==> src/rtl/ram_port_arbiter_if.sv <==
// Avalon-MM bundle between the two masters, the RAM port arbiter and the single-port RAM.
// slave = arbiter view, master = view of the masters plus the RAM.
interface ram_port_arbiter_if #(
  parameter int ADDR_W = 10,
  parameter int DATA_W = 32,
  parameter int BE_W   = 4
);
  logic [ADDR_W-1:0] m0_address,    m1_address;
  logic [BE_W-1:0]   m0_byteenable, m1_byteenable;
  logic              m0_read,       m1_read;
  logic              m0_write,      m1_write;
  logic [DATA_W-1:0] m0_writedata,  m1_writedata;
  logic              m0_waitrequest, m1_waitrequest;
  logic [DATA_W-1:0] m0_readdata,    m1_readdata;
  logic              m0_readdatavalid, m1_readdatavalid;
  logic [ADDR_W-1:0] ram_address;
  logic [BE_W-1:0]   ram_byteenable;
  logic              ram_chipselect;
  logic              ram_write;
  logic [DATA_W-1:0] ram_writedata;
  logic [DATA_W-1:0] ram_readdata;

  modport slave (
    input  m0_address, m0_byteenable, m0_read, m0_write, m0_writedata,
    input  m1_address, m1_byteenable, m1_read, m1_write, m1_writedata,
    input  ram_readdata,
    output m0_waitrequest, m0_readdata, m0_readdatavalid,
    output m1_waitrequest, m1_readdata, m1_readdatavalid,
    output ram_address, ram_byteenable, ram_chipselect, ram_write, ram_writedata
  );

  modport master (
    output m0_address, m0_byteenable, m0_read, m0_write, m0_writedata,
    output m1_address, m1_byteenable, m1_read, m1_write, m1_writedata,
    output ram_readdata,
    input  m0_waitrequest, m0_readdata, m0_readdatavalid,
    input  m1_waitrequest, m1_readdata, m1_readdatavalid,
    input  ram_address, ram_byteenable, ram_chipselect, ram_write, ram_writedata
  );
endinterface

==> src/rtl/ram_port_arbiter.sv <==
// Shares a single-port 1-cycle-latency RAM between two Avalon-MM masters (IDLE/ISSUE/RDATA FSM).
// Define RAM_ARB_ROUND_ROBIN_EN for round-robin tie-break; otherwise port 0 has fixed priority.
module ram_port_arbiter #(
  parameter int ADDR_W = 10,
  parameter int DATA_W = 32,
  parameter int BE_W   = 4
) (
  input logic              clk,
  input logic              reset_n,
  ram_port_arbiter_if.slave bus
);
  typedef enum logic [1:0] {
    IDLE  = 2'd0,
    ISSUE = 2'd1,
    RDATA = 2'd2
  } state_e;

  state_e            state_q;
  logic              grant_q;
  logic              grant_d;
`ifdef RAM_ARB_ROUND_ROBIN_EN
  logic              last_grant_q;
`endif
  logic              m0_wait_q, m1_wait_q;
  logic              m0_rvalid_q, m1_rvalid_q;
  logic [DATA_W-1:0] m0_rdata_q, m1_rdata_q;

  logic              m0_req_s, m1_req_s, issue_s;
  logic [ADDR_W-1:0] g_addr_s;
  logic [BE_W-1:0]   g_be_s;
  logic [DATA_W-1:0] g_wdata_s;
  logic              g_write_s;

  assign m0_req_s = bus.m0_read | bus.m0_write;
  assign m1_req_s = bus.m1_read | bus.m1_write;
  assign issue_s  = (state_q == ISSUE);

  // Winner for the next access when the FSM leaves IDLE
  always_comb begin
    grant_d = 1'b0;
    if (m0_req_s && m1_req_s) begin
`ifdef RAM_ARB_ROUND_ROBIN_EN
      grant_d = ~last_grant_q;
`else
      grant_d = 1'b0;
`endif
    end else if (m1_req_s) begin
      grant_d = 1'b1;
    end else begin
      grant_d = 1'b0;
    end
  end

  // Granted port's live request fields; masters hold them stable while stalled
  always_comb begin
    g_addr_s  = {ADDR_W{1'b0}};
    g_be_s    = {BE_W{1'b0}};
    g_wdata_s = {DATA_W{1'b0}};
    g_write_s = 1'b0;
    if (grant_q) begin
      g_addr_s  = bus.m1_address;
      g_be_s    = bus.m1_byteenable;
      g_wdata_s = bus.m1_writedata;
      g_write_s = bus.m1_write;
    end else begin
      g_addr_s  = bus.m0_address;
      g_be_s    = bus.m0_byteenable;
      g_wdata_s = bus.m0_writedata;
      g_write_s = bus.m0_write;
    end
  end

  // reset_n gating keeps the RAM untouched in any reset cycle
  assign bus.ram_chipselect   = issue_s & reset_n;
  assign bus.ram_write        = issue_s & reset_n & g_write_s;
  assign bus.ram_address      = issue_s ? g_addr_s  : {ADDR_W{1'b0}};
  assign bus.ram_byteenable   = issue_s ? g_be_s    : {BE_W{1'b0}};
  assign bus.ram_writedata    = issue_s ? g_wdata_s : {DATA_W{1'b0}};

  assign bus.m0_waitrequest   = m0_wait_q;
  assign bus.m1_waitrequest   = m1_wait_q;
  assign bus.m0_readdata      = m0_rdata_q;
  assign bus.m1_readdata      = m1_rdata_q;
  assign bus.m0_readdatavalid = m0_rvalid_q;
  assign bus.m1_readdatavalid = m1_rvalid_q;

  // Arbitration FSM with registered waitrequest/readdata/readdatavalid
  always_ff @(posedge clk) begin
    if (!reset_n) begin
      state_q      <= IDLE;
      grant_q      <= 1'b0;
`ifdef RAM_ARB_ROUND_ROBIN_EN
      last_grant_q <= 1'b1;
`endif
      m0_wait_q    <= 1'b1;
      m1_wait_q    <= 1'b1;
      m0_rvalid_q  <= 1'b0;
      m1_rvalid_q  <= 1'b0;
      m0_rdata_q   <= {DATA_W{1'b0}};
      m1_rdata_q   <= {DATA_W{1'b0}};
    end else begin
      m0_rvalid_q <= 1'b0;
      m1_rvalid_q <= 1'b0;
      case (state_q)
        IDLE: begin
          if (m0_req_s || m1_req_s) begin
            state_q      <= ISSUE;
            grant_q      <= grant_d;
`ifdef RAM_ARB_ROUND_ROBIN_EN
            last_grant_q <= grant_d;
`endif
            m0_wait_q    <= grant_d;
            m1_wait_q    <= ~grant_d;
          end else begin
            state_q   <= IDLE;
            m0_wait_q <= 1'b1;
            m1_wait_q <= 1'b1;
          end
        end
        ISSUE: begin
          m0_wait_q <= 1'b1;
          m1_wait_q <= 1'b1;
          state_q   <= g_write_s ? IDLE : RDATA;
        end
        RDATA: begin
          if (grant_q) begin
            m1_rdata_q  <= bus.ram_readdata;
            m1_rvalid_q <= 1'b1;
          end else begin
            m0_rdata_q  <= bus.ram_readdata;
            m0_rvalid_q <= 1'b1;
          end
          state_q <= IDLE;
        end
        default: begin
          state_q   <= IDLE;
          m0_wait_q <= 1'b1;
          m1_wait_q <= 1'b1;
        end
      endcase
    end
  end
endmodule

==> src/flat_wrapper.sv <==
// flat-port wrapper written by rule: the top's interface ports become plain ports
module ram_port_arbiter_flat 
#(
  parameter int ADDR_W = 10,
  parameter int DATA_W = 32,
  parameter int BE_W   = 4
)
  (clk, reset_n, bus_m0_address, bus_m0_byteenable, bus_m0_read, bus_m0_write, bus_m0_writedata, bus_m1_address, bus_m1_byteenable, bus_m1_read, bus_m1_write, bus_m1_writedata, bus_ram_readdata, bus_m0_waitrequest, bus_m0_readdata, bus_m0_readdatavalid, bus_m1_waitrequest, bus_m1_readdata, bus_m1_readdatavalid, bus_ram_address, bus_ram_byteenable, bus_ram_chipselect, bus_ram_write, bus_ram_writedata);
  ram_port_arbiter_if #(.ADDR_W(ADDR_W), .DATA_W(DATA_W), .BE_W(BE_W)) bus_i ();
  input logic clk;
  input logic reset_n;
  input wire logic [$bits(bus_i.m0_address)-1:0] bus_m0_address;
  input wire logic [$bits(bus_i.m0_byteenable)-1:0] bus_m0_byteenable;
  input wire logic [$bits(bus_i.m0_read)-1:0] bus_m0_read;
  input wire logic [$bits(bus_i.m0_write)-1:0] bus_m0_write;
  input wire logic [$bits(bus_i.m0_writedata)-1:0] bus_m0_writedata;
  input wire logic [$bits(bus_i.m1_address)-1:0] bus_m1_address;
  input wire logic [$bits(bus_i.m1_byteenable)-1:0] bus_m1_byteenable;
  input wire logic [$bits(bus_i.m1_read)-1:0] bus_m1_read;
  input wire logic [$bits(bus_i.m1_write)-1:0] bus_m1_write;
  input wire logic [$bits(bus_i.m1_writedata)-1:0] bus_m1_writedata;
  input wire logic [$bits(bus_i.ram_readdata)-1:0] bus_ram_readdata;
  output wire logic [$bits(bus_i.m0_waitrequest)-1:0] bus_m0_waitrequest;
  output wire logic [$bits(bus_i.m0_readdata)-1:0] bus_m0_readdata;
  output wire logic [$bits(bus_i.m0_readdatavalid)-1:0] bus_m0_readdatavalid;
  output wire logic [$bits(bus_i.m1_waitrequest)-1:0] bus_m1_waitrequest;
  output wire logic [$bits(bus_i.m1_readdata)-1:0] bus_m1_readdata;
  output wire logic [$bits(bus_i.m1_readdatavalid)-1:0] bus_m1_readdatavalid;
  output wire logic [$bits(bus_i.ram_address)-1:0] bus_ram_address;
  output wire logic [$bits(bus_i.ram_byteenable)-1:0] bus_ram_byteenable;
  output wire logic [$bits(bus_i.ram_chipselect)-1:0] bus_ram_chipselect;
  output wire logic [$bits(bus_i.ram_write)-1:0] bus_ram_write;
  output wire logic [$bits(bus_i.ram_writedata)-1:0] bus_ram_writedata;
  assign bus_i.m0_address = bus_m0_address;
  assign bus_i.m0_byteenable = bus_m0_byteenable;
  assign bus_i.m0_read = bus_m0_read;
  assign bus_i.m0_write = bus_m0_write;
  assign bus_i.m0_writedata = bus_m0_writedata;
  assign bus_i.m1_address = bus_m1_address;
  assign bus_i.m1_byteenable = bus_m1_byteenable;
  assign bus_i.m1_read = bus_m1_read;
  assign bus_i.m1_write = bus_m1_write;
  assign bus_i.m1_writedata = bus_m1_writedata;
  assign bus_i.ram_readdata = bus_ram_readdata;
  assign bus_m0_waitrequest = bus_i.m0_waitrequest;
  assign bus_m0_readdata = bus_i.m0_readdata;
  assign bus_m0_readdatavalid = bus_i.m0_readdatavalid;
  assign bus_m1_waitrequest = bus_i.m1_waitrequest;
  assign bus_m1_readdata = bus_i.m1_readdata;
  assign bus_m1_readdatavalid = bus_i.m1_readdatavalid;
  assign bus_ram_address = bus_i.ram_address;
  assign bus_ram_byteenable = bus_i.ram_byteenable;
  assign bus_ram_chipselect = bus_i.ram_chipselect;
  assign bus_ram_write = bus_i.ram_write;
  assign bus_ram_writedata = bus_i.ram_writedata;
  ram_port_arbiter #(.ADDR_W(ADDR_W), .DATA_W(DATA_W), .BE_W(BE_W)) u_core (.clk(clk), .reset_n(reset_n), .bus(bus_i));
endmodule
==> config.mk <==
export PLATFORM = sky130hd
export DESIGN_NAME = ram_port_arbiter_flat
export DESIGN_NICKNAME = d
export VERILOG_FILES = /design/src/rtl/ram_port_arbiter_if.sv /design/src/rtl/ram_port_arbiter.sv /design/src/flat_wrapper.sv
export SDC_FILE = /design/constraint.sdc
export NUM_CORES = 1
export LEC_CHECK = 0
export CORE_ASPECT_RATIO = 0.8
export CORE_MARGIN = 3
export CORE_UTILIZATION = 37
export CTS_CLUSTER_SIZE = 10
export DETAILED_ROUTE_END_ITERATION = 7
export GPL_TIMING_DRIVEN = 0
export PLACE_DENSITY = 0.87
export SLEW_MARGIN = 20
export SYNTH_ARGS = -nofsm -noshare
export SYNTH_HDL_FRONTEND = slang
export SYNTH_SLANG_ARGS = --single-unit
==> constraint.sdc <==
create_clock -name clk -period 2.8 [get_ports clk]
set_input_delay 0.56 -clock clk [delete_from_list [all_inputs] [get_ports clk]]
set_output_delay 0.56 -clock clk [all_outputs]
set_load 0.01 [all_outputs]
==> results of run 1 <==
## flip-flops by register name (all words and copies together) (netlist names)
name and count:
u_core.bus.m1_readdatavalid 1, u_core.bus.m1_waitrequest 1, u_core.bus.m0_readdatavalid 1, u_core.bus.m1_readdata 32, u_core.bus.m0_readdata 32, u_core.state_q 2
u_core.bus.m0_waitrequest 1, u_core.grant_q 1
## routing by layer
metal / vias up / global-route usage, % / share of wire [%]
met3: 26 / 8.66 / 9.7
li1: 1838 / - / -
met4: 0 / 10.7 / 2.8
met1: 1753 / 28.8 / 38
met5: - / 0 / 0
met2: 180 / 45.5 / 50
## kinds of logic (layout without fill, tap and decap cells)
| kind of cell | count (synthesis) | count (layout) | synth area share [%] |
|---|---|---|---|
| AOI/OAI and AO/OA | 69 | 69 | 13.4 |
| buffers and inverters | 38 | 298 | 6.52 |
| and+or+nand+nor | 157 | 157 | 21.4 |
| DFF | 71 | 71 | 44.1 |
| muxes | 47 | 47 | 14.6 |
## stage by stage
| step | power, W | hold slack, ns | cells | instance area, µm² | utilization, % |
|---|---|---|---|---|---|
| 2_1_floorplan | 0.00130 | 0.481 | 382 | 3220 | - |
| 3_3_place_gp | 0.00168 | 0.445 | 734 | 5800 | 70.7 |
| 3_5_place_dp | 0.00169 | 0.450 | 734 | 5800 | 70.7 |
| 4_1_cts | 0.00261 | 0.459 | 750 | 6030 | 73.6 |
| 5_1_grt | 0.00269 | 0.483 | 750 | 6050 | 73.8 |
| 6_report | 0.00260 | 0.460 | 750 | 6050 | 73.8 |
## repair_timing
action	4_1_cts	5_1_grt
hold buffers	0	0
gates resized for setup	2	9
setup endpoints to repair	4	29
## how the worst max path moves through the flow
stage                      start                    end  slack, ns  cells after the start
6_report       u_core.state_q[1]     bus_ram_address[6]       0.13                      6
5_1_grt        u_core.state_q[1]  bus_ram_writedata[22]       0.01                      6
4_1_cts        u_core.state_q[1]     bus_ram_address[4]      -0.04                      6
3_5_place_dp        bus_m0_write          bus_ram_write       0.27                      4
3_3_place_gp   bus_m1_address[4]     bus_ram_address[4]       0.31                      4
2_1_floorplan  u_core.state_q[1]     bus_ram_address[0]       1.10                      5
## area by class of cell
class | instances | area (µm²) | area share (%)
buffer | 37 | 215 | 3.56
clock inverter | 4 | 76.3 | 1.26
inverter | 1 | 3.75 | 0.0620
timing repair buffer | 244 | 2450 | 40.5
clock buffer | 12 | 155 | 2.56
multi-input combinational | 273 | 1600 | 26.4
tap | 108 | 135 | 2.23
sequential | 71 | 1420 | 23.5
## cell usage in the layout (no fill, tap or decap), drive strengths merged
cell type and count:
inv 2, a2111oi 1, dlymetal6s2s 3, o21a 1
and2 1, bufinv 2, clkdlybuf4s50 240, nand2 33
o311ai 1, nand3 64, dfxtp 71, buf 24
nor3 2, clkinvlp 1, nor2 52, o21ai 65
or3b 1, nor4 1, o31a 1, nand2b 1
nand3b 1, clkbuf 25, mux2i 47, nor2b 1
dlygate4sd2 1
## power groups by stage
stage / registers, W / clock network, W / logic (W)
after floorplan: 0.00107 / 0 / 0.000234
after global placement: 0.00106 / 0 / 0.000615
after detailed placement: 0.00106 / 0 / 0.000623
after CTS: 0.00104 / 0.000941 / 0.000626
after global routing: 0.00104 / 0.000983 / 0.000669
final: 0.00104 / 0.000933 / 0.000625
## worst min-delay path, delay by kind of cell, from the launching register on
family / cells / cell delay, ns
simple gates: 1 / 0.06
flops: 1 / 0.31
compound gates: 1 / 0.05
## synth_stat cells (2+ instances only)
| master | instances | area (µm²) |
|---|---|---|
| dfxtp_1 | 71 | 1420 |
| nand3_1 | 64 | 320 |
| nor2_1 | 52 | 195 |
| mux2i_1 | 47 | 470 |
| nand2_1 | 33 | 124 |
| o21ai_0 | 33 | 165 |
| o21ai_2 | 19 | 166 |
| o21ai_1 | 13 | 65.1 |
| buf_2 | 12 | 60.1 |
| clkbuf_1 | 9 | 33.8 |
| buf_1 | 8 | 30.0 |
| buf_6 | 6 | 67.6 |
| buf_4 | 2 | 15.0 |
| nor3_1 | 2 | 10.0 |
==> results_dict.tcl, run 1 <==
set metrics [dict create \
    wl_um 13200 \
    clock-sinks 71 \
    fin_crit_sh_pct 95.4 \
    syn_inst 382 \
    power_density_nw_per_um2 430 \
    fin_crit_ns 2.67 \
    drive_gt1_share_pct 9.19 \
    cts_tree "done" \
    max-cap-violations 0 \
    synth-seq-area-share_pct 44.1 \
    setup_violations 0 \
    grt_usage_pct 25.9 \
    path_clk_slew_ns 0.07 \
    holdPathEnd "u_core.bus.m0_readdata[3]" \
    gp_congestion 0.869 \
    synth_edf_count 0 \
    rsz0062_at_grt "no" \
    cp_slowest_cell "clkdlybuf4s50_1" \
    min_from "u_core.bus.m0_readdata[3]" \
    pin_count 246 \
    status "complete, no violations" \
    r2r_slack_ns 1.29 \
    critical_path_class "flop to primary output" \
    p_comb_share_pct 24.0 \
    num_rows 29 \
    holdPathStages 2 \
    p_int_w 0.00195 \
    worst-path-buf-inv 4 \
    power_switching_share_pct 25.1 \
    drc 0 \
    hpwlAfterDp_um 10800 \
    crit_path_cell_trace "buf_4 > nand2b_1 > buf_2 > clkbuf_2 > nor2_1 > clkdlybuf4s50_1" \
    syn_to_final_growth_pct 87.8 \
    reg2regPathDepth 4 \
    tns_ns 0 \
    clockBufferDepth 2 \
    synth-main-ff-cell "dfxtp_1" \
    overflow 0 \
    critPathMaxFanout 10 \
    yosysWarningCount 0 \
    cp_data_required_time_ns 2.24 \
    cp_slowest_stage_delay_ns 0.60 \
    clk_latency_ns 0.34 \
    grt_first_pass_wirelength_um 19500 \
    fin_ws_ns 0.129 \
    port_buffers 244 \
    r2r_start "u_core.state_q[0]" \
    final-max-slew-violation-count 0 \
    ir_drop_uv 361 \
    start_util_pct 39.3 \
    cts_buffers 9 \
    clock_skew_ns 0.00646 \
    hold_class "flop to flop" \
    cp-start-kind "flop" \
    p_switching_w 0.000654 \
    die-area_um2 9870 \
    worst-slew-pin-transition_ns 0.506 \
    grt_max_degree 13 \
    synth_cell_types 25 \
    die_h_um 89.5 \
    pre_cts_ws_ns 0.267 \
    p_seq_share_pct 40.1 \
    synth_nets 512 \
    cp.arrival_ns 2.11 \
    grt_pass1_vias 3808 \
    drt-initial-drc-count 208 \
    cpLargestDelayFamily "buffers and inverters" \
    max_freq_mhz 374 \
    synth.cell_area_um2 3220 \
    viasPerCell 5.06 \
    postSynthRegisterBits 71 \
    layout.nets 767 \
    coreArea_um2 8200 \
    r2r-end "u_core.bus.m1_readdata[28]" \
    first_pass_iters 5 \
    slew-limit-headroom_pct 66.3 \
    leakagePower_nw 2.24 \
    post_cts_buffers 0 \
    cp-end-kind "primary output" \
    clockPowerShare_pct 35.9 \
    cts.htree.levels 3 \
    avgSynthCellArea_um2 8.44 \
    fillCellCount 627 \
    via_count 3797 \
    cts-root-buf "clkbuf_8" \
    wire_per_inst_um 17.6 \
    dieWidth_um 110 \
    finalHoldViolations 0 \
    synth-async-reset-ratio_pct 0 \
    antennaDiodeCount 0 \
    antenna_left 0 \
    antenna_found_initial 0 \
]
Note: power is estimated with default switching activity, not from simulation.
==> run 2, diff against run 1 <==
Settings changed: ABC_AREA set to 1, CORE_UTILIZATION 37 to 36.
==> run 2 against run 1 <==
Via count increased by 6.0%. Register-to-register slack improved by 0.10 ns. Synthesized cell count increased by 22%. Largest cell class unchanged. Largest power group unchanged. Synthesized area decreased by 3.8%. Count of clock-buffer cells in the layout decreased by 2. Critical endpoint is now bus_ram_writedata[21]. Critical path type unchanged. Global-route usage increased by 0.23 points. Non-clock buffer count decreased by 2. Highest routed layer unchanged. Die area decreased by 1.1%. Clock skew decreased by 0.0020 ns. Critical path depth unchanged. Sequential share of layout area increased by 0.61 points.
==> results_dict.tcl, run 2 <==
set metrics [dict create \
    cpLargestDelayFamily "buffers and inverters" \
    coreArea_um2 8160 \
    p_int_w 0.00187 \
    via_count 4024 \
    syn_inst 467 \
    cp.arrival_ns 2.09 \
    cp-end-kind "primary output" \
    path_common_cell "buf_2" \
    synth-main-ff-cell "dfxtp_1" \
    yosysWarningCount 0 \
    port_buffers 245 \
    avgSynthCellArea_um2 6.64 \
    final_cell_mix "clkdlybuf4s50_1 (245), nor2_1 (135), nand2_1 (101)" \
    final_common_cell "clkdlybuf4s50_1" \
    critPathMaxFanout 10 \
    finalHoldViolations 0 \
    max-cap-violations 0 \
    antenna_found_initial 0 \
    cp_data_required_time_ns 2.24 \
    postCtsHoldBufs 0 \
    yosys.area.top_type "dfxtp_1" \
    clockBufferDepth 2 \
    p_comb_share_pct 22.8 \
    viasPerCell 4.81 \
    cts-root-buf "clkbuf_8" \
    pin_count 246 \
    cts_tree "done" \
    synth_fa_ha_area_share_pct 0 \
    drive_gt1_share_pct 6.32 \
    grt_first_pass_wirelength_um 19700 \
    num_rows 29 \
    antennaDiodeCount 0 \
    finalInstanceArea_um2 5900 \
    rsz0062_at_grt "no" \
    fin_crit_sh_pct 94.6 \
    tns_ns 0 \
    crit_path_cell_trace "inv_2 > buf_2 > buf_2 > nand2_1 > a21oi_1 > clkdlybuf4s50_1" \
    p_seq_share_pct 42.3 \
    hpwlAfterDp_um 10700 \
    die_h_um 89.0 \
    ir_drop_uv 279 \
    muxShareOfSynthArea_pct 0 \
    post_cts_buffers 0 \
    cts.htree.levels 3 \
    start_util_pct 38.0 \
    synth_cell_types 16 \
    first_pass_iters 5 \
    synth-async-reset-ratio_pct 0 \
    wire_per_inst_um 15.9 \
    synth_edf_count 0 \
    ys_top_cells_by_area "dfxtp_1 (46%), nor2_1 (16%), nand2_1 (12%)" \
    clockPowerShare_pct 34.9 \
    p_switching_w 0.000622 \
    synth-seq-area-share_pct 45.8 \
    yosysMostFrequentCell "nor2_1" \
    cp_slowest_cell "clkdlybuf4s50_1" \
    cts_buffers 9 \
    fillCellCount 629 \
    worst-path-buf-inv 4 \
    power_switching_share_pct 24.9 \
    gp_congestion 0.821 \
    clock_skew_ns 0.00450 \
    synth_nets 597 \
    clock-sinks 71 \
    drc 0 \
    cp-start-kind "flop" \
    cp_slowest_stage_delay_ns 0.63 \
    synth-xor-area-share_pct 0 \
    dieWidth_um 110 \
    wl_um 13300 \
    fin_crit_ns 2.65 \
    antenna_left 0 \
    cts_resized 0 \
    drt-initial-drc-count 212 \
    max_freq_mhz 377 \
    power_density_nw_per_um2 422 \
    critical_path_class "flop to primary output" \
    grt_max_degree 13 \
    hold_class "flop to flop" \
    leakagePower_nw 2.45 \
    grt_pass1_vias 3838 \
    netlist_top_cells_count "nor2_1 (135), nand2_1 (101), dfxtp_1 (71)" \
    layout.nets 853 \
    syn_to_final_growth_pct 90.4 \
    placed_cell_area_um2 5690 \
    synth.cell_area_um2 3100 \
    worst-slew-pin-transition_ns 0.477 \
    slew-limit-headroom_pct 68.2 \
    synth_top_family_by_area "simple AND/OR/NAND/NOR gates" \
    synth_top_area_share_pct 45.8 \
    final-max-slew-violation-count 0 \
    synth-compound-area-share_pct 18.4 \
    overflow 0 \
    postSynthRegisterBits 71 \
    grt_usage_pct 26.1 \
    clk_latency_ns 0.33 \
    setup_violations 0 \
    synthSimpleGateAreaFrac_pct 29.9 \
    status "complete, no violations" \
    path_clk_slew_ns 0.07 \
    die-area_um2 9770 \
]
-- run 2: cell types whose count changed in the layout (fill, tap and decap cells not counted), sizes merged, moves of 4 or more --
cell           delta
inv               +4
clkdlybuf4s50     +5
nor2             +85
mux2i            -47
clkbuf            -4
nand3            -64
a21oi            +47
nand2            +69
-- run 2: cell families after synthesis --
family | count (synthesis)
AND/OR/NAND/NOR | 242
flip-flops | 71
AO/OA/AOI/OAI | 114
buffers and inverters | 40
-- run 2: layout make-up --
| type | instances | area [µm²] | share of cell area (%) |
|---|---|---|---|
| Clock buffer | 10 | 128 | 2.16 |
| Timing Repair Buffer | 245 | 2450 | 41.5 |
| Sequential cell | 71 | 1420 | 24.1 |
| Multi-Input combinational cell | 356 | 1500 | 25.4 |
| Inverter | 6 | 22.5 | 0.381 |
| Buffer | 34 | 160 | 2.71 |
| Tap cell | 108 | 135 | 2.29 |
| Clock inverter | 6 | 85.1 | 1.44 |
-- run 2: tightest hold or removal path: stages (launching register included) --
cell and delay, ns:
dfxtp_1 0.33, o21ai_0 0.08, nand2_1 0.05
-- run 2: power groups by stage --
stage / registers (W) / clock network, W / logic (W)
after floorplan: 0.00109 / 0 / 0.000168
after global placement: 0.00107 / 0 / 0.000556
after detailed placement: 0.00108 / 0 / 0.000564
after CTS: 0.00105 / 0.000885 / 0.000568
after global routing: 0.00106 / 0.000942 / 0.000612
final: 0.00105 / 0.000869 / 0.000569
-- run 2: final timing paths --
check	start	end	slack, ns	cells past startpoint
setup / recovery	u_core.grant_q	bus_ram_writedata[21]	0.15	6
hold / removal	u_core.bus.m0_waitrequest	u_core.bus.m0_waitrequest	0.49	2
setup reg to reg	u_core.state_q[1]	u_core.bus.m0_readdata[20]	1.39	6
hold reg to reg	u_core.bus.m0_waitrequest	u_core.bus.m0_waitrequest	0.49	2
-- run 2: layer usage --
layer  vias to the layer above  share of wire [%]  GRT usage, %
li1                       2003                  -             -
met1                      1838                 42          33.2
met2                       158                 49          43.3
met3                        25                6.6          6.64
met4                         0                2.7          8.95
met5                         -                  0             0
-- run 2: per-stage QoR --
stage | hold slack (ns) | util, % | setup slack, ns | power, W | cells
2_1_floorplan | 0.519 | - | 1.19 | 0.00125 | 467
3_3_place_gp | 0.468 | 69.7 | 0.204 | 0.00163 | 820
3_5_place_dp | 0.478 | 69.7 | 0.199 | 0.00164 | 820
4_1_cts | 0.498 | 72.3 | 0.0393 | 0.00251 | 836
5_1_grt | 0.540 | 72.3 | 0.0323 | 0.00261 | 836
6_report | 0.491 | 72.3 | 0.151 | 0.00249 | 836
